### config.mk
export PLATFORM = sky130hd
export DESIGN_NAME = sprite_rom_fetch_flat
export DESIGN_NICKNAME = d
export VERILOG_FILES = /design/src/rtl/sprite_rom_fetch_if.sv /design/src/rtl/sprite_rom_fetch.sv /design/src/flat_wrapper.sv
export SDC_FILE = /design/constraint.sdc
export NUM_CORES = 1
export LEC_CHECK = 0
export CAP_MARGIN = 5
export CORE_MARGIN = 4
export CORE_UTILIZATION = 25
export CTS_BUF_LIST = sky130_fd_sc_hd__clkbuf_8
export DETAILED_ROUTE_END_ITERATION = 10
export PLACE_DENSITY = 0.43
export SYNTH_ARGS = -nofsm -noshare
export SYNTH_HDL_FRONTEND = slang
export SYNTH_SLANG_ARGS = --single-unit
### constraint.sdc
create_clock -name clk -period 2.9 [get_ports clk]
set_input_delay 0.58 -clock clk [delete_from_list [all_inputs] [get_ports clk]]
set_output_delay 0.58 -clock clk [all_outputs]
set_load 0.01 [all_outputs]
### src/rtl/sprite_rom_fetch_if.sv
// sprite_rom_fetch_if
// Bundles the per-channel request handshake, the ROM read port and the pixel
// output of sprite_rom_fetch. All buses are flat vectors. Channel c occupies
// slice [c*W +: W] of each vector.
//
// Optional feature macro: SPRITE_FLIP_EN adds req_flip (per-channel lane mirror).
//
// Signals
//   req_valid [NCH]          request strobe per channel
//   req_addr  [NCH*ADDR_W]   base byte address per channel
//   req_flip  [NCH]          horizontal mirror, sampled at accept (SPRITE_FLIP_EN only)
//   req_ready [NCH]          channel idle
//   rom_addr  [NCH*ADDR_W]   registered ROM address per channel
//   rom_data  [NCH*ROM_DW]   ROM read data per channel
//   out_valid [NCH]          one-cycle completion pulse
//   out_data  [NCH*PIX_W]    assembled pixel, held until the next completion
// Modports
//   slave  : the fetcher
//   master : the requester together with the ROMs
interface sprite_rom_fetch_if #(
  parameter int NCH    = 3,
  parameter int ADDR_W = 11,
  parameter int ROM_DW = 8,
  parameter int PIX_W  = 16
);
  logic [NCH-1:0]        req_valid;
  logic [NCH*ADDR_W-1:0] req_addr;
  logic [NCH-1:0]        req_ready;
`ifdef SPRITE_FLIP_EN
  logic [NCH-1:0]        req_flip;
`endif
  logic [NCH*ADDR_W-1:0] rom_addr;
  logic [NCH*ROM_DW-1:0] rom_data;
  logic [NCH-1:0]        out_valid;
  logic [NCH*PIX_W-1:0]  out_data;

`ifdef SPRITE_FLIP_EN
  modport slave (
    input  req_valid, req_addr, req_flip, rom_data,
    output req_ready, rom_addr, out_valid, out_data
  );
  modport master (
    output req_valid, req_addr, req_flip, rom_data,
    input  req_ready, rom_addr, out_valid, out_data
  );
`else
  modport slave (
    input  req_valid, req_addr, rom_data,
    output req_ready, rom_addr, out_valid, out_data
  );
  modport master (
    output req_valid, req_addr, rom_data,
    input  req_ready, rom_addr, out_valid, out_data
  );
`endif
endinterface

### src/rtl/sprite_rom_fetch.sv
// sprite_rom_fetch
// N-channel sprite pixel fetcher. Each channel reads RATIO = PIX_W/ROM_DW
// consecutive bytes from its own narrow ROM and presents them as one PIX_W
// pixel. Lowest address goes to the least significant lane.
//
// Optional feature macro: SPRITE_FLIP_EN (per-channel byte-lane mirror).
//
// Ports
//   clk          system clock, posedge
//   rst_n        asynchronous active-low reset
//   bus          sprite_rom_fetch_if.slave (request / ROM / pixel buses)
//   o_dbg_state  per-channel FSM state, 2 bits per channel
//
// Handshake: a request on channel c is taken on a rising edge where
// req_valid[c] && req_ready[c]. req_ready[c] is high only while the channel
// is idle. A request seen while busy is simply dropped; nothing is queued.
// out_valid[c] pulses for one cycle on the edge that loads the new pixel.
//
// Timing, relative to the accept edge E0:
//   Ek (k=0..RATIO-1)       rom_addr <= base + k (modulo 2^ADDR_W)
//   E(k+ROM_LAT)            byte k sampled from rom_data
//   E(RATIO+ROM_LAT-1)      out_data/out_valid updated, channel idle again
module sprite_rom_fetch #(
  parameter int NCH     = 3,
  parameter int ADDR_W  = 11,
  parameter int ROM_DW  = 8,
  parameter int PIX_W   = 16,
  parameter int ROM_LAT = 1
) (
  input  logic                 clk,
  input  logic                 rst_n,
  sprite_rom_fetch_if.slave    bus,
  output logic [2*NCH-1:0]     o_dbg_state
);
  localparam int RATIO = PIX_W / ROM_DW;
  localparam int LAST  = RATIO + ROM_LAT - 1;     // edge index of completion
  localparam int CW    = $clog2(LAST + 1);

  typedef enum logic [1:0] {
    S_IDLE  = 2'd0,
    S_FETCH = 2'd1,   // addresses still being issued
    S_DRAIN = 2'd2    // waiting on the last ROM_LAT bytes
  } state_t;

  for (genvar c = 0; c < NCH; c++) begin : g_ch
    state_t              r_state;
    logic [CW-1:0]       r_cnt;       // edges elapsed since accept
    logic [ADDR_W-1:0]   r_base;
    logic [ADDR_W-1:0]   r_rom_addr;
    logic [PIX_W-1:0]    r_shadow;    // partial pixel, never visible
    logic [PIX_W-1:0]    r_out_data;
    logic                r_out_valid;
    logic                r_flip;

    logic                w_accept;
    logic                w_issue;
    logic                w_capture;
    logic                w_last;
    logic                w_flip_in;
    logic [CW-1:0]       w_idx;
    logic [CW-1:0]       w_lane;
    logic [ROM_DW-1:0]   w_byte;
    logic [PIX_W-1:0]    w_word;

`ifdef SPRITE_FLIP_EN
    assign w_flip_in = bus.req_flip[c];
`else
    assign w_flip_in = 1'b0;
`endif

    assign w_byte    = bus.rom_data[c*ROM_DW +: ROM_DW];
    assign w_accept  = bus.req_valid[c] && (r_state == S_IDLE);
    // r_cnt starts at 1 after accept, so with RATIO=1 nothing further is issued.
    assign w_issue   = (r_state == S_FETCH) && (r_cnt <= CW'(RATIO - 1));
    assign w_capture = (r_state != S_IDLE) && (r_cnt >= CW'(ROM_LAT));
    assign w_last    = (r_state != S_IDLE) && (r_cnt == CW'(LAST));
    assign w_idx     = r_cnt - CW'(ROM_LAT);
    assign w_lane    = r_flip ? (CW'(RATIO - 1) - w_idx) : w_idx;

    // Shadow with the byte arriving this cycle merged into its lane.
    always_comb begin
      w_word = r_shadow;
      w_word[w_lane*ROM_DW +: ROM_DW] = w_byte;
    end

    always_ff @(posedge clk or negedge rst_n) begin
      if (!rst_n) begin
        r_state     <= S_IDLE;
        r_cnt       <= '0;
        r_base      <= '0;
        r_rom_addr  <= '0;
        r_shadow    <= '0;
        r_out_data  <= '0;
        r_out_valid <= 1'b0;
        r_flip      <= 1'b0;
      end else begin
        r_out_valid <= 1'b0;
        case (r_state)
          S_IDLE: begin
            if (w_accept) begin
              r_state    <= S_FETCH;
              r_cnt      <= CW'(1);
              r_base     <= bus.req_addr[c*ADDR_W +: ADDR_W];
              r_rom_addr <= bus.req_addr[c*ADDR_W +: ADDR_W];
              r_shadow   <= '0;
              r_flip     <= w_flip_in;
            end
          end
          default: begin
            if (w_issue) r_rom_addr <= r_base + ADDR_W'(r_cnt);
            if (w_last) begin
              r_out_data  <= w_word;
              r_out_valid <= 1'b1;
              r_state     <= S_IDLE;
              r_cnt       <= '0;
            end else begin
              if (w_capture) r_shadow <= w_word;
              r_cnt <= r_cnt + CW'(1);
              // Last address goes out at E(RATIO-1); from then on only data remains.
              if ((r_state == S_FETCH) && (r_cnt >= CW'(RATIO - 1))) r_state <= S_DRAIN;
            end
          end
        endcase
      end
    end

    assign bus.req_ready[c]                   = (r_state == S_IDLE);
    assign bus.rom_addr[c*ADDR_W +: ADDR_W]   = r_rom_addr;
    assign bus.out_valid[c]                   = r_out_valid;
    assign bus.out_data[c*PIX_W +: PIX_W]     = r_out_data;
    assign o_dbg_state[c*2 +: 2]              = r_state;
  end
endmodule

### src/flat_wrapper.sv
// flat-port wrapper written by rule: the top's interface ports become plain ports
module sprite_rom_fetch_flat 
#(
  parameter int NCH     = 3,
  parameter int ADDR_W  = 11,
  parameter int ROM_DW  = 8,
  parameter int PIX_W   = 16,
  parameter int ROM_LAT = 1
)
  (clk, rst_n, o_dbg_state, bus_req_valid, bus_req_addr, bus_rom_data, bus_req_ready, bus_rom_addr, bus_out_valid, bus_out_data);
  sprite_rom_fetch_if #(.NCH(NCH), .ADDR_W(ADDR_W), .ROM_DW(ROM_DW), .PIX_W(PIX_W)) bus_i ();
  input  logic clk;
  input  logic rst_n;
  output logic [2*NCH-1:0] o_dbg_state;
  input wire logic [$bits(bus_i.req_valid)-1:0] bus_req_valid;
  input wire logic [$bits(bus_i.req_addr)-1:0] bus_req_addr;
  input wire logic [$bits(bus_i.rom_data)-1:0] bus_rom_data;
  output wire logic [$bits(bus_i.req_ready)-1:0] bus_req_ready;
  output wire logic [$bits(bus_i.rom_addr)-1:0] bus_rom_addr;
  output wire logic [$bits(bus_i.out_valid)-1:0] bus_out_valid;
  output wire logic [$bits(bus_i.out_data)-1:0] bus_out_data;
  assign bus_i.req_valid = bus_req_valid;
  assign bus_i.req_addr = bus_req_addr;
  assign bus_i.rom_data = bus_rom_data;
  assign bus_req_ready = bus_i.req_ready;
  assign bus_rom_addr = bus_i.rom_addr;
  assign bus_out_valid = bus_i.out_valid;
  assign bus_out_data = bus_i.out_data;
  sprite_rom_fetch #(.NCH(NCH), .ADDR_W(ADDR_W), .ROM_DW(ROM_DW), .PIX_W(PIX_W), .ROM_LAT(ROM_LAT)) u_core (.clk(clk), .rst_n(rst_n), .bus(bus_i), .o_dbg_state(o_dbg_state));
endmodule
Word-level counts from Yosys, hierarchy flattened
Cells that the tools add are included.
Cells by class
  add/subtract/negate cells: 12
  $mul: 0
  divide/modulo/power cells: 0
  magnitude comparators: 6
  equality and inequality tests: 12
  shift operators: 6
  mux-type cells: 48
  bitwise operators: 3
  reductions and logical operators: 45
Operators with widths (count)
  16-bit 2-to-1 mux: 12
  5-bit negator with 34-bit output: 3
  8-bit by 34-bit variable shift with 16-bit output (first input constant): 3
  8-bit by 34-bit variable part select with 16-bit output: 3
  11-bit 2-to-1 mux: 9
  16-bit bitwise mux: 3
  2-bit 2-to-1 mux: 18
  11-bit by 2-bit adder with 11-bit output: 3
  2-bit AND reduction: 12
  2-bit nonzero test: 9
  1-bit logical AND: 15
  3-bit AND reduction: 3
  3-bit nonzero test: 3
  2-bit by 1-bit adder with 2-bit output (second input constant): 3
  2-bit by 1-bit equality test with 1-bit output (second input constant): 3
  2-bit equality test (second input constant): 3
  2-bit by 1-bit greater-or-equal comparator with 1-bit output (second input constant): 3
  2-bit by 1-bit <= comparator with 1-bit output (second input constant): 3
  2-bit logical NOT: 3
  1-bit 2-to-1 mux: 6
  2-bit by 1-bit != test with 1-bit output (second input constant): 3
  2-bit != test (second input constant): 3
  2-bit by 1-bit subtractor with 2-bit output (second input constant): 3
  1-bit inverter: 3
Word-level totals
  flip-flop bits (word level): 177
  latch bits: 0
  RAM bits: 0
  bits in read-only memories: 0
  bits of input ports: 62
  memories kept: 0

Depth between registers and ports, before layout
Gate-level depths: netlist of run 1.
  depth after elaboration: 7
  gate-level depth with buffers: 8
  mapped depth without buffers: 7

Least setup slack after synthesis of run 1
No wires, ideal clock.
  kind: register to register
  start point: register u_core.g_ch[1].r_cnt[0]
  end point: register u_core.g_ch[1].r_rom_addr[10]
  library setup time: 125 ps
  arrival: 2073 ps
  required time: 2775 ps
  setup slack: 702 ps
  cell stages (with the launch flop): 8
  path through: dfrtp_1 -> ha_1 -> inv_1 -> fa_1 -> nand3b_1 -> o41a_1 -> o31a_1 -> mux2_4
Between the ends
  longest elaborated chain between the ends: 4
  elaborated cells on any way between the ends: 7
Ends and longest elaborated chain
  start, declared: line sprite_rom_fetch.sv:47  | logic [CW-1:0] r_cnt;
  start signal, assigned: line sprite_rom_fetch.sv:118  | r_cnt <= r_cnt + CW'(1);
  parallel branches: the longest is 4 deep, another holds 11-bit by 2-bit adder with 11-bit output
  end signal, assigned: line sprite_rom_fetch.sv:104  | r_rom_addr <= bus.req_addr[c*ADDR_W +: ADDR_W];
  end signal, assigned: line sprite_rom_fetch.sv:110  | if (w_issue) r_rom_addr <= r_base + ADDR_W'(r_cnt);
  end, declared: line sprite_rom_fetch.sv:49  | logic [ADDR_W-1:0] r_rom_addr;
Several ways; the timed one is not identified. The select of a mux whose other input is x is not followed.
A chain may end at the register's enable or synchronous reset.

Worst setup path after layout of run 1
Ends and elaborated chain as after synthesis.

==> impl_metrics.prom, run 1 <==
# TYPE chip_impl_metric gauge
chip_impl_info{name="most_frequent_cell_after_synthesis",value="sky130_fd_sc_hd__dfrtp_1"} 1
chip_impl_info{name="clock_root_cell",value="sky130_fd_sc_hd__clkbuf_8"} 1
chip_impl_metric{name="syn_avg_cell_area",unit="µm²"} 10.0
chip_impl_metric{name="cpPeakStageDelay",unit="ns"} 0.48
chip_impl_metric{name="core_region_area",unit="µm²"} 28600
chip_impl_metric{name="period_minus_slack",unit="ns"} 2.37
chip_impl_metric{name="setup-tns-final",unit="ns"} 0
chip_impl_metric{name="cts.htree.levels",unit=""} 4
chip_impl_metric{name="report.final.slew_viol_count",unit=""} 0
chip_impl_metric{name="hold_violations",unit=""} 0
chip_impl_info{name="outcome",value="complete, no violations"} 1
chip_impl_metric{name="grt_util_all_layers",unit="%"} 12.6
chip_impl_info{name="cp_cell_sequence",value="ha_1 > inv_1 > fa_1 > nand3b_1 > o41a_1 > o31a_1 > mux2_4"} 1
chip_impl_metric{name="cts_hold_buf",unit=""} 0
chip_impl_metric{name="global_route_wire_length_before_repair",unit="mm"} 32.0
chip_impl_info{name="ys_top_cells_by_count",value="sky130_fd_sc_hd__dfrtp_1, sky130_fd_sc_hd__nand2_1, sky130_fd_sc_hd__o21ai_0"} 1
chip_impl_metric{name="viasPerCell",unit=""} 4.41
chip_impl_metric{name="share_of_post_route_cells_with_drive_strength_above_1",unit="%"} 8.64
chip_impl_metric{name="detailedPlacementHpwl",unit="mm"} 13.7
chip_impl_info{name="tritoncts",value="done"} 1
chip_impl_metric{name="finClkSkew",unit="ns"} 0.0168
chip_impl_metric{name="synthCells",unit=""} 723
chip_impl_metric{name="slew-limit-headroom",unit="%"} 22.2
chip_impl_metric{name="wire_per_inst",unit="µm"} 15.2
chip_impl_metric{name="dp_worst_setup_slack",unit="ns"} 0.527
chip_impl_metric{name="peakVddDrop",unit="mV"} 0.416
chip_impl_metric{name="num_io_pins",unit=""} 155
chip_impl_metric{name="antenna_left",unit=""} 0
chip_impl_info{name="timing.critical_path.to_type",value="flip-flop"} 1
chip_impl_metric{name="buffer_ports.inserted",unit=""} 154
chip_impl_metric{name="nets",unit=""} 950
chip_impl_metric{name="clk_latency",unit="ns"} 0.45
chip_impl_metric{name="floorplan.initialDensity",unit="%"} 25.3
chip_impl_info{name="synthDominantAreaCellType",value="sky130_fd_sc_hd__dfrtp_1"} 1
chip_impl_info{name="synthTopCellsByArea",value="sky130_fd_sc_hd__dfrtp_1, sky130_fd_sc_hd__nand2_1, sky130_fd_sc_hd__o21ai_0"} 1
chip_impl_metric{name="cts_made_buffers",unit=""} 17
chip_impl_metric{name="cellLeakagePower",unit="µW"} 0.00399
chip_impl_metric{name="dr.pass1.iters",unit=""} 4
chip_impl_metric{name="design.die.area",unit="µm²"} 31800
chip_impl_metric{name="synth-warning-count",unit=""} 0
chip_impl_metric{name="power.density_cell_area",unit="nW/µm²"} 1070
chip_impl_metric{name="final_area",unit="µm²"} 9570
chip_impl_info{name="crit_path_top_delay_cell",value="sky130_fd_sc_hd__dfrtp_1"} 1
chip_impl_metric{name="number_of_synthesized_register_bits",unit=""} 153
chip_impl_metric{name="final_cell_count_without_fillers",unit=""} 1265
chip_impl_metric{name="first_global_vias",unit=""} 5819
chip_impl_metric{name="cap_violations",unit=""} 0
chip_impl_metric{name="overflow",unit=""} 0
chip_impl_metric{name="layout_overhead_on_the_synthesized_area",unit="%"} 32.1
chip_impl_metric{name="netlist-cell-type-count",unit=""} 54
chip_impl_info{name="timing_worst_setup_path_type",value="reg -> reg"} 1
chip_impl_metric{name="synth_sequential_area_ratio",unit="%"} 52.8
chip_impl_metric{name="clockBufferDepth",unit=""} 2
chip_impl_metric{name="antenna_violations_before_repair",unit=""} 1
chip_impl_metric{name="critical_path_arrival",unit="ns"} 2.69
chip_impl_metric{name="final_count_of_negative_setup_slack_endpoints",unit=""} 0
chip_impl_metric{name="cells_after_dpl",unit=""} 1232
chip_impl_metric{name="clk_pin_slew",unit="ns"} 0.10
chip_impl_metric{name="yosysTopAreaCellShare",unit="%"} 52.8
chip_impl_info{name="postSynth.topFlopCell",value="sky130_fd_sc_hd__dfrtp_1"} 1
chip_impl_info{name="min_path_type",value="in -> async"} 1
chip_impl_info{name="timing.critical_path.from_type",value="flip-flop"} 1
chip_impl_metric{name="post_cts_setup_buffer_count",unit=""} 0
chip_impl_metric{name="drt_iter0_drc",unit=""} 214
chip_impl_metric{name="worst_slew_pin_slew",unit="ns"} 1.17
chip_impl_metric{name="max_freq",unit="GHz"} 0.423
chip_impl_metric{name="num_vias",unit=""} 5577
chip_impl_metric{name="tritoncts_num_sinks",unit=""} 153
chip_impl_metric{name="pin_count_of_the_biggest_net_entering_global_routing",unit=""} 64
chip_impl_metric{name="placedInstanceArea",unit="µm²"} 9190
chip_impl_metric{name="placementRows",unit=""} 62
chip_impl_metric{name="wirelength",unit="mm"} 19.2
chip_impl_metric{name="dieWidth",unit="µm"} 178
chip_impl_metric{name="synth_enable_flop_cells",unit=""} 0
chip_impl_metric{name="critical_path.max_fanout",unit=""} 8
chip_impl_metric{name="worst_slack",unit="ns"} 0.535
chip_impl_metric{name="fill_cells",unit=""} 2994
chip_impl_metric{name="netlist_area",unit="µm²"} 7250
chip_impl_metric{name="share_of_the_cycle_needed_by_the_critical_path_after_routing",unit="%"} 81.6
chip_impl_metric{name="globalplace.congestion",unit=""} 0.701
chip_impl_info{name="rsz0062_at_grt",value="false"} 1
chip_impl_metric{name="required",unit="ns"} 3.22
chip_impl_metric{name="die_h",unit="µm"} 178
chip_impl_metric{name="ys_async_sr_fraction",unit="%"} 100
chip_impl_metric{name="post_cts_resized",unit=""} 0
chip_impl_metric{name="synthesis.nets",unit=""} 806
chip_impl_metric{name="drcViolationCount",unit=""} 0
-- cell type report --
cell class                      count  area [µm²]  share of cell area [%]
Clock inverter                     14         136                    1.42
Clock buffer                       18         248                    2.59
Inverter                           27         101                    1.06
Multi-Input combinational cell    501        3110                    32.5
Antenna cell                        1        2.50                  0.0261
Tap cell                          384         480                    5.02
Timing Repair Buffer              167        1670                    17.4
Sequential cell                   153        3830                    40.0
-- worst paths after layout --
kind                                                            from                                         to  slack (ns)  depth (start not counted)
max                              u_core.g_ch[1].r_cnt[0]$_DFFE_PN0P_  u_core.g_ch[1].r_rom_addr[10]$_DFFE_PN0P_        0.53                          7
min                                                            rst_n     u_core.g_ch[0].r_shadow[0]$_DFFE_PN0P_        0.07                          1
max reg2reg                      u_core.g_ch[1].r_cnt[0]$_DFFE_PN0P_  u_core.g_ch[1].r_rom_addr[10]$_DFFE_PN0P_        0.53                          7
min reg2reg                u_core.g_ch[2].r_out_data[14]$_DFFE_PN0P_  u_core.g_ch[2].r_out_data[14]$_DFFE_PN0P_        0.48                          2
max in group asynchronous                                      rst_n   u_core.g_ch[1].r_out_data[8]$_DFFE_PN0P_        2.09                          2
min in group clk           u_core.g_ch[2].r_out_data[14]$_DFFE_PN0P_  u_core.g_ch[2].r_out_data[14]$_DFFE_PN0P_        0.48                          2
-- metrics by stage --
stage | hold slack (ns) | total power (µW) | util (%)
3_5_place_dp | 0.470 | 8710 | 32.1
2_1_floorplan | 0.284 | 6700 | -
6_report | 0.0686 | 10200 | 33.4
5_1_grt | 0.0647 | 11200 | 33.4
3_3_place_gp | 0.461 | 8710 | 32.1
4_1_cts | 0.0463 | 10400 | 33.4
-- cells by family (layout without fill, tap and decap cells) --
group	count (synthesis)	count (layout)	share of synthesized area (%)
adder cells (fa/ha/maj)	21	21	3.94
multiplexers	25	25	3.83
buffers and inverters	69	226	4.40
flip-flops	153	153	52.8
XOR/XNOR	18	18	2.18
AO/OA/AOI/OAI	184	184	15.8
AND/OR/NAND/NOR	253	253	17.0
other	0	1	0
-- worst max-delay path: cells and delay by family (launching register included) --
family | cells | cell delay [ns]
fa+ha+maj | 2 | 0.64
buf+inv | 1 | 0.06
flops | 1 | 0.48
mux | 1 | 0.25
compound gates | 2 | 0.62
simple gates | 1 | 0.21
-- registers in the layout, summed over array words and instances, names as in the netlist --
| register | count |
|---|---|
| u_core.g_ch.r_out_data | 48 |
| u_core.g_ch.r_base | 33 |
| u_core.g_ch.r_cnt | 6 |
| u_core.g_ch.r_shadow | 24 |
| u_core.g_ch.r_rom_addr | 33 |
| u_core.g_ch.r_out_valid | 3 |
| u_core.g_ch.r_state | 6 |
-- power by group --
group | switching [µW] | leakage [µW] | total [µW] | internal, µW
sequential | 819 | 0.00197 | 3850 | 3030
clock | 911 | 0.000192 | 1640 | 724
combinational | 2390 | 0.00183 | 4710 | 2320
total | 4120 | 0.00399 | 10200 | 6080
-- cells in the final DEF, fill, tap and decap left out, types with 3 or more instances in the layout --
| cell type | count |
|---|---|
| sky130_fd_sc_hd__fa_1 | 3 |
| sky130_fd_sc_hd__nor2_2 | 5 |
| sky130_fd_sc_hd__inv_6 | 5 |
| sky130_fd_sc_hd__buf_4 | 11 |
| sky130_fd_sc_hd__nand2_1 | 138 |
| sky130_fd_sc_hd__mux2i_1 | 6 |
| sky130_fd_sc_hd__mux2_1 | 8 |
| sky130_fd_sc_hd__nor3_1 | 18 |
| sky130_fd_sc_hd__inv_1 | 26 |
| sky130_fd_sc_hd__o31a_1 | 6 |
| sky130_fd_sc_hd__o21ai_0 | 59 |
| sky130_fd_sc_hd__o21ai_2 | 3 |
| sky130_fd_sc_hd__xor2_1 | 5 |
| sky130_fd_sc_hd__mux2_2 | 10 |
| sky130_fd_sc_hd__o21ai_1 | 19 |
| sky130_fd_sc_hd__a21oi_1 | 38 |
| sky130_fd_sc_hd__nand3_1 | 5 |
| sky130_fd_sc_hd__and3_1 | 3 |
| sky130_fd_sc_hd__nor4_1 | 8 |
| sky130_fd_sc_hd__ha_1 | 18 |
| sky130_fd_sc_hd__nor2b_1 | 30 |
| sky130_fd_sc_hd__a22oi_1 | 6 |
| sky130_fd_sc_hd__a22o_1 | 24 |
| sky130_fd_sc_hd__nor2_1 | 16 |
| sky130_fd_sc_hd__xnor2_1 | 13 |
| sky130_fd_sc_hd__o211ai_1 | 7 |
| sky130_fd_sc_hd__dfrtp_1 | 153 |
| sky130_fd_sc_hd__nand3b_1 | 6 |
| sky130_fd_sc_hd__clkinvlp_4 | 3 |
| sky130_fd_sc_hd__o31ai_1 | 15 |
| sky130_fd_sc_hd__and2_1 | 3 |
| sky130_fd_sc_hd__nand4_1 | 3 |
| sky130_fd_sc_hd__clkbuf_8 | 18 |
| sky130_fd_sc_hd__clkdlybuf4s50_1 | 153 |
-- layer usage --
layer / track usage [%] / part of all wire (%) / vias up
met5: 0 / 0.037 / -
met4: 3.07 / 0.89 / 2
met3: 3.88 / 7.3 / 10
met2: 19.4 / 45 / 139
met1: 17.3 / 47 / 2635
li1: - / - / 2791
Power figures use the tool's default switching activity.
==> run 2: changes to the inputs <==
--- a/config.mk
+++ b/config.mk
@@ -10,7 +10,7 @@
 export CORE_UTILIZATION = 25
 export CTS_BUF_LIST = sky130_fd_sc_hd__clkbuf_8
 export DETAILED_ROUTE_END_ITERATION = 10
-export PLACE_DENSITY = 0.43
+export PLACE_DENSITY = 0.45
 export SYNTH_ARGS = -nofsm -noshare
 export SYNTH_HDL_FRONTEND = slang
 export SYNTH_SLANG_ARGS = --single-unit
==> constraint.sdc (replaced) <==
create_clock -name clk -period 2.1 [get_ports clk]
set_input_delay 0.42 -clock clk [delete_from_list [all_inputs] [get_ports clk]]
set_output_delay 0.42 -clock clk [all_outputs]
set_load 0.01 [all_outputs]
==> run 2 against run 1 <==
Effect of this change: sequential power is 33% higher; largest power group unchanged; maximum frequency is 16% higher; highest routed layer unchanged; worst hold slack better by 0.41 ns; critical endpoint unchanged; clock skew is 0.0031 ns higher; routed wire length is 0.96% higher.
==> impl_metrics.prom, run 2 (synthesized netlist as in run 1, its figures left out) <==
# TYPE chip_impl_metric gauge
chip_impl_metric{name="detailedPlacementHpwl",unit="mm"} 14.1
chip_impl_metric{name="share_of_post_route_cells_with_drive_strength_above_1",unit="%"} 13.2
chip_impl_metric{name="wirelength",unit="mm"} 19.4
chip_impl_info{name="rsz0062_at_grt",value="true"} 1
chip_impl_metric{name="num_io_pins",unit=""} 155
chip_impl_metric{name="dr.pass1.iters",unit=""} 4
chip_impl_metric{name="antenna_violations_before_repair",unit=""} 1
chip_impl_metric{name="power.density_cell_area",unit="nW/µm²"} 1480
chip_impl_metric{name="final_cell_count_without_fillers",unit=""} 1303
chip_impl_metric{name="final_count_of_negative_setup_slack_endpoints",unit=""} 0
chip_impl_info{name="min_path_type",value="in -> async"} 1
chip_impl_metric{name="num_vias",unit=""} 5691
chip_impl_metric{name="period_minus_slack",unit="ns"} 2.05
chip_impl_metric{name="report.final.slew_viol_count",unit=""} 0
chip_impl_metric{name="multi_input_comb_area",unit="µm²"} 3130
chip_impl_info{name="clock_root_cell",value="sky130_fd_sc_hd__clkbuf_8"} 1
chip_impl_metric{name="layout_overhead_on_the_synthesized_area",unit="%"} 37.2
chip_impl_metric{name="peakVddDrop",unit="mV"} 0.533
chip_impl_info{name="timing_worst_setup_path_type",value="reg -> reg"} 1
chip_impl_metric{name="final_area",unit="µm²"} 9940
chip_impl_metric{name="cells_after_dpl",unit=""} 1266
chip_impl_metric{name="finClkSkew",unit="ns"} 0.0199
chip_impl_metric{name="largest_reg_flops",unit=""} 48
chip_impl_metric{name="global_route_wire_length_before_repair",unit="mm"} 31.9
chip_impl_info{name="largest_registers",value="u_core.g_ch.r_out_data (48), u_core.g_ch.r_base (33), u_core.g_ch.r_rom_addr (33)"} 1
chip_impl_metric{name="antenna_left",unit=""} 0
chip_impl_metric{name="required",unit="ns"} 2.42
chip_impl_metric{name="die_h",unit="µm"} 178
chip_impl_metric{name="cellLeakagePower",unit="µW"} 0.00422
chip_impl_metric{name="drcViolationCount",unit=""} 0
chip_impl_info{name="timing.critical_path.to_type",value="flip-flop"} 1
chip_impl_metric{name="viasPerCell",unit=""} 4.37
chip_impl_metric{name="critical_path.max_fanout",unit=""} 3
chip_impl_metric{name="cts_made_buffers",unit=""} 17
chip_impl_metric{name="worst_slew_pin_slew",unit="ns"} 1.10
chip_impl_info{name="final_cell_mix",value="sky130_fd_sc_hd__clkdlybuf4s50_1, sky130_fd_sc_hd__dfrtp_1, sky130_fd_sc_hd__nand2_1"} 1
chip_impl_metric{name="placedInstanceArea",unit="µm²"} 9470
chip_impl_metric{name="tritoncts_num_sinks",unit=""} 153
chip_impl_metric{name="overflow",unit=""} 0
chip_impl_metric{name="cap_violations",unit=""} 0
chip_impl_info{name="tritoncts",value="done"} 1
chip_impl_metric{name="fill_cells",unit=""} 2934
chip_impl_info{name="outcome",value="complete, no violations"} 1
chip_impl_metric{name="grt_util_all_layers",unit="%"} 12.6
chip_impl_metric{name="power",unit="µW"} 14700
chip_impl_metric{name="seqCellArea",unit="µm²"} 3830
chip_impl_metric{name="buffer_ports.inserted",unit=""} 154
chip_impl_metric{name="share_of_the_cycle_needed_by_the_critical_path_after_routing",unit="%"} 97.4
chip_impl_metric{name="pin_count_of_the_biggest_net_entering_global_routing",unit=""} 49
chip_impl_metric{name="wire_per_inst",unit="µm"} 14.9
chip_impl_metric{name="design.die.area",unit="µm²"} 31800
chip_impl_metric{name="floorplan.initialDensity",unit="%"} 25.3
chip_impl_metric{name="clockBufferDepth",unit=""} 2
chip_impl_info{name="largest-register",value="u_core.g_ch.r_out_data"} 1
chip_impl_metric{name="nets",unit=""} 989
chip_impl_metric{name="critical_path_arrival",unit="ns"} 2.37
chip_impl_metric{name="max_freq",unit="GHz"} 0.489
chip_impl_metric{name="fraction_of_the_core_area_covered_by_cells_at_the_end_of_the_flow",unit="%"} 34.7
chip_impl_metric{name="drt_iter0_drc",unit=""} 227
chip_impl_metric{name="globalplace.congestion",unit=""} 0.729
chip_impl_metric{name="dieWidth",unit="µm"} 178
chip_impl_metric{name="clk_latency",unit="ns"} 0.44
chip_impl_metric{name="clk_pin_slew",unit="ns"} 0.10
chip_impl_info{name="timing.critical_path.from_type",value="flip-flop"} 1
chip_impl_metric{name="hold_violations",unit=""} 0
chip_impl_metric{name="core_region_area",unit="µm²"} 28600
chip_impl_metric{name="cts.htree.levels",unit=""} 4
chip_impl_metric{name="slew-limit-headroom",unit="%"} 26.5
chip_impl_metric{name="first_global_vias",unit=""} 5940
chip_impl_metric{name="antennaDiodeCount",unit=""} 0
chip_impl_metric{name="placementRows",unit=""} 62
==> run 2: cell count changes in the layout (fill, tap and decap cells not counted), sizes merged, moves of 2 or more <==
cell	previous run	this run
dlymetal6s2s	0	2
clkdlybuf4s50	153	150
clkinv	4	6
inv	33	30
buf	14	52
==> run 2: critical path, stage by stage (launching register included) <==
cell and delay, ns:
sky130_fd_sc_hd__dfrtp_1 0.36, sky130_fd_sc_hd__ha_2 0.19, sky130_fd_sc_hd__inv_2 0.04, sky130_fd_sc_hd__fa_2 0.35, sky130_fd_sc_hd__nand3b_1 0.20, sky130_fd_sc_hd__o41a_1 0.32
sky130_fd_sc_hd__o31a_1 0.24, sky130_fd_sc_hd__mux2_4 0.25
==> run 2: cell type report <==
type | instances | area share (%)
Tap cell | 384 | 4.83
Clock inverter | 14 | 1.48
Inverter | 27 | 1.02
Multi-Input combinational cell | 501 | 31.5
Timing Repair Buffer | 206 | 20.1
Sequential cell | 153 | 38.5
Clock buffer | 18 | 2.49
==> run 2: where the power goes <==
group | total, µW | internal (µW) | leakage, µW | switching [µW]
Clock | 2320 | 1100 | 0.000199 | 1230
Combinational | 7250 | 3610 | 0.00206 | 3640
Sequential | 5120 | 4200 | 0.00196 | 919
==> run 2: per-layer routing <==
metal	track usage [%]	wire length, µm
met5	0	13
met4	3.87	219
met3	3.24	1030
met2	20.2	8870
met1	16.7	9220
==> run 2: worst paths after layout <==
check | end | depth (start not counted) | slack (ns) | from
max in group asynchronous | u_core.g_ch[2].r_rom_addr[3]$_DFFE_PN0P_ | 3 | 0.94 | rst_n
min in group clk | u_core.g_ch[0].r_out_data[13]$_DFFE_PN0P_ | 2 | 0.49 | u_core.g_ch[0].r_out_data[13]$_DFFE_PN0P_
min | u_core.g_ch[0].r_out_data[10]$_DFFE_PN0P_ | 2 | 0.48 | rst_n
max reg2reg | u_core.g_ch[1].r_rom_addr[10]$_DFFE_PN0P_ | 7 | 0.05 | u_core.g_ch[1].r_cnt[0]$_DFFE_PN0P_
min reg2reg | u_core.g_ch[0].r_out_data[13]$_DFFE_PN0P_ | 2 | 0.49 | u_core.g_ch[0].r_out_data[13]$_DFFE_PN0P_
max | u_core.g_ch[1].r_rom_addr[10]$_DFFE_PN0P_ | 7 | 0.05 | u_core.g_ch[1].r_cnt[0]$_DFFE_PN0P_
==> run 2: what timing repair did <==
| item | CTS | global route |
|---|---|---|
| endpoints found under the setup margin | 5 | 8 |
| hold buffers | 1 | 0 |
| pin swaps | 0 | 3 |
| gates cloned | 0 | 0 |
| gates resized for setup | 6 | 7 |
| hold endpoints to repair | 42 | 0 |
| buffers inserted | 2 | 2 |
==> run 2: metrics by stage <==
stage	setup slack [ns]	TNS [ns]	hold slack [ns]
after global placement	0.0423	0	0.407
after floorplan	-0.0483	-0.0483	0.124
final	0.0536	0	0.479
after CTS	0.000849	0	0.463
after global routing	-0.0439	-0.0689	0.483
after detailed placement	0.0129	0	0.408
==> run 3: changes to the inputs <==
--- a/config.mk
+++ b/config.mk
@@ -6,11 +6,13 @@
 export NUM_CORES = 1
 export LEC_CHECK = 0
 export CAP_MARGIN = 5
+export CELL_PAD_IN_SITES_DETAIL_PLACEMENT = 0
+export CELL_PAD_IN_SITES_GLOBAL_PLACEMENT = 1
 export CORE_MARGIN = 4
 export CORE_UTILIZATION = 25
 export CTS_BUF_LIST = sky130_fd_sc_hd__clkbuf_8
 export DETAILED_ROUTE_END_ITERATION = 10
-export PLACE_DENSITY = 0.45
+export PLACE_DENSITY = 0.55
 export SYNTH_ARGS = -nofsm -noshare
 export SYNTH_HDL_FRONTEND = slang
 export SYNTH_SLANG_ARGS = --single-unit
==> constraint.sdc (replaced) <==
create_clock -name clk -period 1.77 [get_ports clk]
set_input_delay 0.354 -clock clk [delete_from_list [all_inputs] [get_ports clk]]
set_output_delay 0.354 -clock clk [all_outputs]
set_load 0.01 [all_outputs]
==> run 3 against run 2 <==
Effect of this change: clock-buffer cell count decreased by 1; total power increased by 23%; clock skew decreased by 0.0012 ns; clock power increased by 7%; critical endpoint unchanged; the flow now finishes with violations (negative setup slack); combinational power increased by 31%; setup slack got worse by 0.37 ns; critical path depth unchanged; largest power group unchanged; non-clock buffer count increased by 42; design area increased by 6.8%; via count increased by 5.0%.
==> impl_metrics.prom, run 3 (synthesized netlist as in run 1, its figures left out) <==
# TYPE chip_impl_metric gauge
chip_impl_info{name="outcome",value="complete, but fails checks"} 1
chip_impl_info{name="violations",value="negative setup slack"} 1
chip_impl_metric{name="viasPerCell",unit=""} 4.44
chip_impl_info{name="final_cell_mix",value="sky130_fd_sc_hd__dfrtp_1, sky130_fd_sc_hd__nand2_1, sky130_fd_sc_hd__buf_4"} 1
chip_impl_metric{name="die_h",unit="µm"} 178
chip_impl_metric{name="pin_count_of_the_biggest_net_entering_global_routing",unit=""} 49
chip_impl_metric{name="finClkSkew",unit="ns"} 0.0187
chip_impl_metric{name="final_count_of_negative_setup_slack_endpoints",unit=""} 11
chip_impl_metric{name="fill_cells",unit=""} 2876
chip_impl_metric{name="layout_overhead_on_the_synthesized_area",unit="%"} 46.6
chip_impl_metric{name="overflow",unit=""} 0
chip_impl_info{name="critical_path.top_delay_family",value="adder cells"} 1
chip_impl_metric{name="cellLeakagePower",unit="µW"} 0.00526
chip_impl_metric{name="clk_latency",unit="ns"} 0.44
chip_impl_metric{name="drcViolationCount",unit=""} 0
chip_impl_metric{name="power",unit="µW"} 18000
chip_impl_metric{name="share_of_post_route_cells_with_drive_strength_above_1",unit="%"} 22.2
chip_impl_metric{name="required",unit="ns"} 2.10
chip_impl_metric{name="tritoncts_num_sinks",unit=""} 153
chip_impl_metric{name="detailedPlacementHpwl",unit="mm"} 14.6
chip_impl_metric{name="antenna_left",unit=""} 0
chip_impl_info{name="timing.critical_path.from_type",value="flip-flop"} 1
chip_impl_metric{name="cap_violations",unit=""} 0
chip_impl_metric{name="num_io_pins",unit=""} 155
chip_impl_metric{name="global_route_wire_length_before_repair",unit="mm"} 33.2
chip_impl_metric{name="placementRows",unit=""} 62
chip_impl_metric{name="share_of_the_cycle_needed_by_the_critical_path_after_routing",unit="%"} 118
chip_impl_metric{name="max_freq",unit="GHz"} 0.479
chip_impl_metric{name="cp.buffers_inverters",unit=""} 1
chip_impl_metric{name="seqCellArea",unit="µm²"} 3830
chip_impl_info{name="min_path_type",value="in -> async"} 1
chip_impl_metric{name="worst_slack",unit="ns"} -0.320
chip_impl_metric{name="final_cell_count_without_fillers",unit=""} 1345
chip_impl_metric{name="antennaDiodeCount",unit=""} 0
chip_impl_metric{name="slew-limit-headroom",unit="%"} 63.4
chip_impl_metric{name="hold_violations",unit=""} 0
chip_impl_metric{name="cts.htree.levels",unit=""} 4
chip_impl_metric{name="dr.pass1.iters",unit=""} 4
chip_impl_metric{name="core_region_area",unit="µm²"} 28600
chip_impl_metric{name="worst_slew_pin_slew",unit="ns"} 0.548
chip_impl_metric{name="largest_reg_flops",unit=""} 48
chip_impl_metric{name="report.final.slew_viol_count",unit=""} 0
chip_impl_metric{name="power.density_cell_area",unit="nW/µm²"} 1690
chip_impl_info{name="tritoncts",value="done"} 1
chip_impl_metric{name="multi_input_comb_area",unit="µm²"} 3400
chip_impl_info{name="layout.cells.most_common",value="sky130_fd_sc_hd__dfrtp_1"} 1
chip_impl_metric{name="wirelength",unit="mm"} 20.2
chip_impl_metric{name="setup-tns-final",unit="ns"} -1.21
chip_impl_info{name="rsz0062_at_grt",value="true"} 1
chip_impl_metric{name="drt_iter0_drc",unit=""} 222
chip_impl_metric{name="antenna_violations_before_repair",unit=""} 2
chip_impl_metric{name="period_minus_slack",unit="ns"} 2.09
chip_impl_info{name="cp_cell_sequence",value="ha_2 > inv_2 > fa_2 > nand3b_1 > o41a_1 > o31a_1 > mux2_4"} 1
chip_impl_metric{name="nets",unit=""} 1031
chip_impl_info{name="largest_registers",value="u_core.g_ch.r_out_data (48), u_core.g_ch.r_base (33), u_core.g_ch.r_rom_addr (33)"} 1
chip_impl_info{name="timing_worst_setup_path_type",value="reg -> reg"} 1
chip_impl_metric{name="design.die.area",unit="µm²"} 31800
chip_impl_info{name="largest-register",value="u_core.g_ch.r_out_data"} 1
chip_impl_metric{name="num_vias",unit=""} 5973
chip_impl_metric{name="first_global_vias",unit=""} 6206
chip_impl_metric{name="floorplan.initialDensity",unit="%"} 25.3
chip_impl_metric{name="wire_per_inst",unit="µm"} 15.0
chip_impl_metric{name="peakVddDrop",unit="mV"} 0.644
chip_impl_metric{name="buffer_ports.inserted",unit=""} 154
chip_impl_metric{name="critical_path.max_fanout",unit=""} 2
chip_impl_info{name="crit_path_top_delay_cell",value="sky130_fd_sc_hd__fa_2"} 1
chip_impl_metric{name="cells_after_dpl",unit=""} 1297
chip_impl_info{name="timing.critical_path.to_type",value="flip-flop"} 1
chip_impl_metric{name="dieWidth",unit="µm"} 178
chip_impl_metric{name="grt_util_all_layers",unit="%"} 13.0
chip_impl_metric{name="critical_path_arrival",unit="ns"} 2.42
chip_impl_metric{name="cts_made_buffers",unit=""} 17
chip_impl_metric{name="globalplace.congestion",unit=""} 0.731
chip_impl_info{name="clock_root_cell",value="sky130_fd_sc_hd__clkbuf_8"} 1
chip_impl_metric{name="clockBufferDepth",unit=""} 2
chip_impl_metric{name="cpPeakStageDelay",unit="ns"} 0.37
chip_impl_metric{name="clk_pin_slew",unit="ns"} 0.10
==> run 3: power by group <==
group | internal (µW) | leakage, µW | switching [µW] | total [µW]
clock network | 998 | 0.000180 | 1490 | 2490
registers | 4980 | 0.00196 | 1040 | 6020
logic | 4720 | 0.00312 | 4760 | 9490
==> run 3: per-stage QoR <==
step	setup WS (ns)	instance area, µm²	hold WS (ns)	util [%]
after floorplan	-0.378	7280	0.0584	-
after global placement	-0.293	9770	0.373	34.1
after detailed placement	-0.327	9770	0.367	34.1
after CTS	-0.306	10300	0.407	36.0
after global routing	-0.378	10600	0.434	37.1
final	-0.320	10600	0.433	37.1
==> run 3: worst paths after layout <==
check	start	endpoint	slack [ns]	depth (start not counted)
worst max-delay path	u_core.g_ch[1].r_base[0]$_DFFE_PN0P_	u_core.g_ch[1].r_rom_addr[10]$_DFFE_PN0P_	-0.32	7
worst min-delay path	rst_n	u_core.g_ch[0].r_out_valid$_DFF_PN0_	0.43	2
worst max register to register	u_core.g_ch[1].r_base[0]$_DFFE_PN0P_	u_core.g_ch[1].r_rom_addr[10]$_DFFE_PN0P_	-0.32	7
worst min register to register	u_core.g_ch[0].r_out_data[8]$_DFFE_PN0P_	u_core.g_ch[0].r_out_data[8]$_DFFE_PN0P_	0.48	2
max in group asynchronous	rst_n	u_core.g_ch[0].r_shadow[3]$_DFFE_PN0P_	0.76	3
min in group clk	bus_req_addr[17]	u_core.g_ch[1].r_base[6]$_DFFE_PN0P_	0.45	3
==> run 3: area by class of cell <==
class                   instances  area share [%]
clock buffers                  17            2.20
clock inverters                15            1.12
inverters                      27           0.954
multi-input cells             501            32.0
flip-flops and latches        153            36.1
well taps                     384            4.52
repair buffers                248            23.1
==> run 3: repair_timing <==
item / CTS / global route
buffers inserted: 10 / 4
pin swaps: 10 / 15
hold endpoints to repair: 38 / 0
hold buffers: 1 / 0
setup endpoints to repair: 41 / 102
gates cloned: 1 / 0
resized for setup: 64 / 87
==> run 3: per-layer routing <==
metal | global-route usage, % | vias up | routed length, µm
met4 | 2.94 | 4 | 165
met1 | 17.3 | 2883 | 9430
met3 | 3.58 | 13 | 1070
li1 | - | 2953 | -
met5 | 0 | - | 22
met2 | 21.2 | 120 | 9550
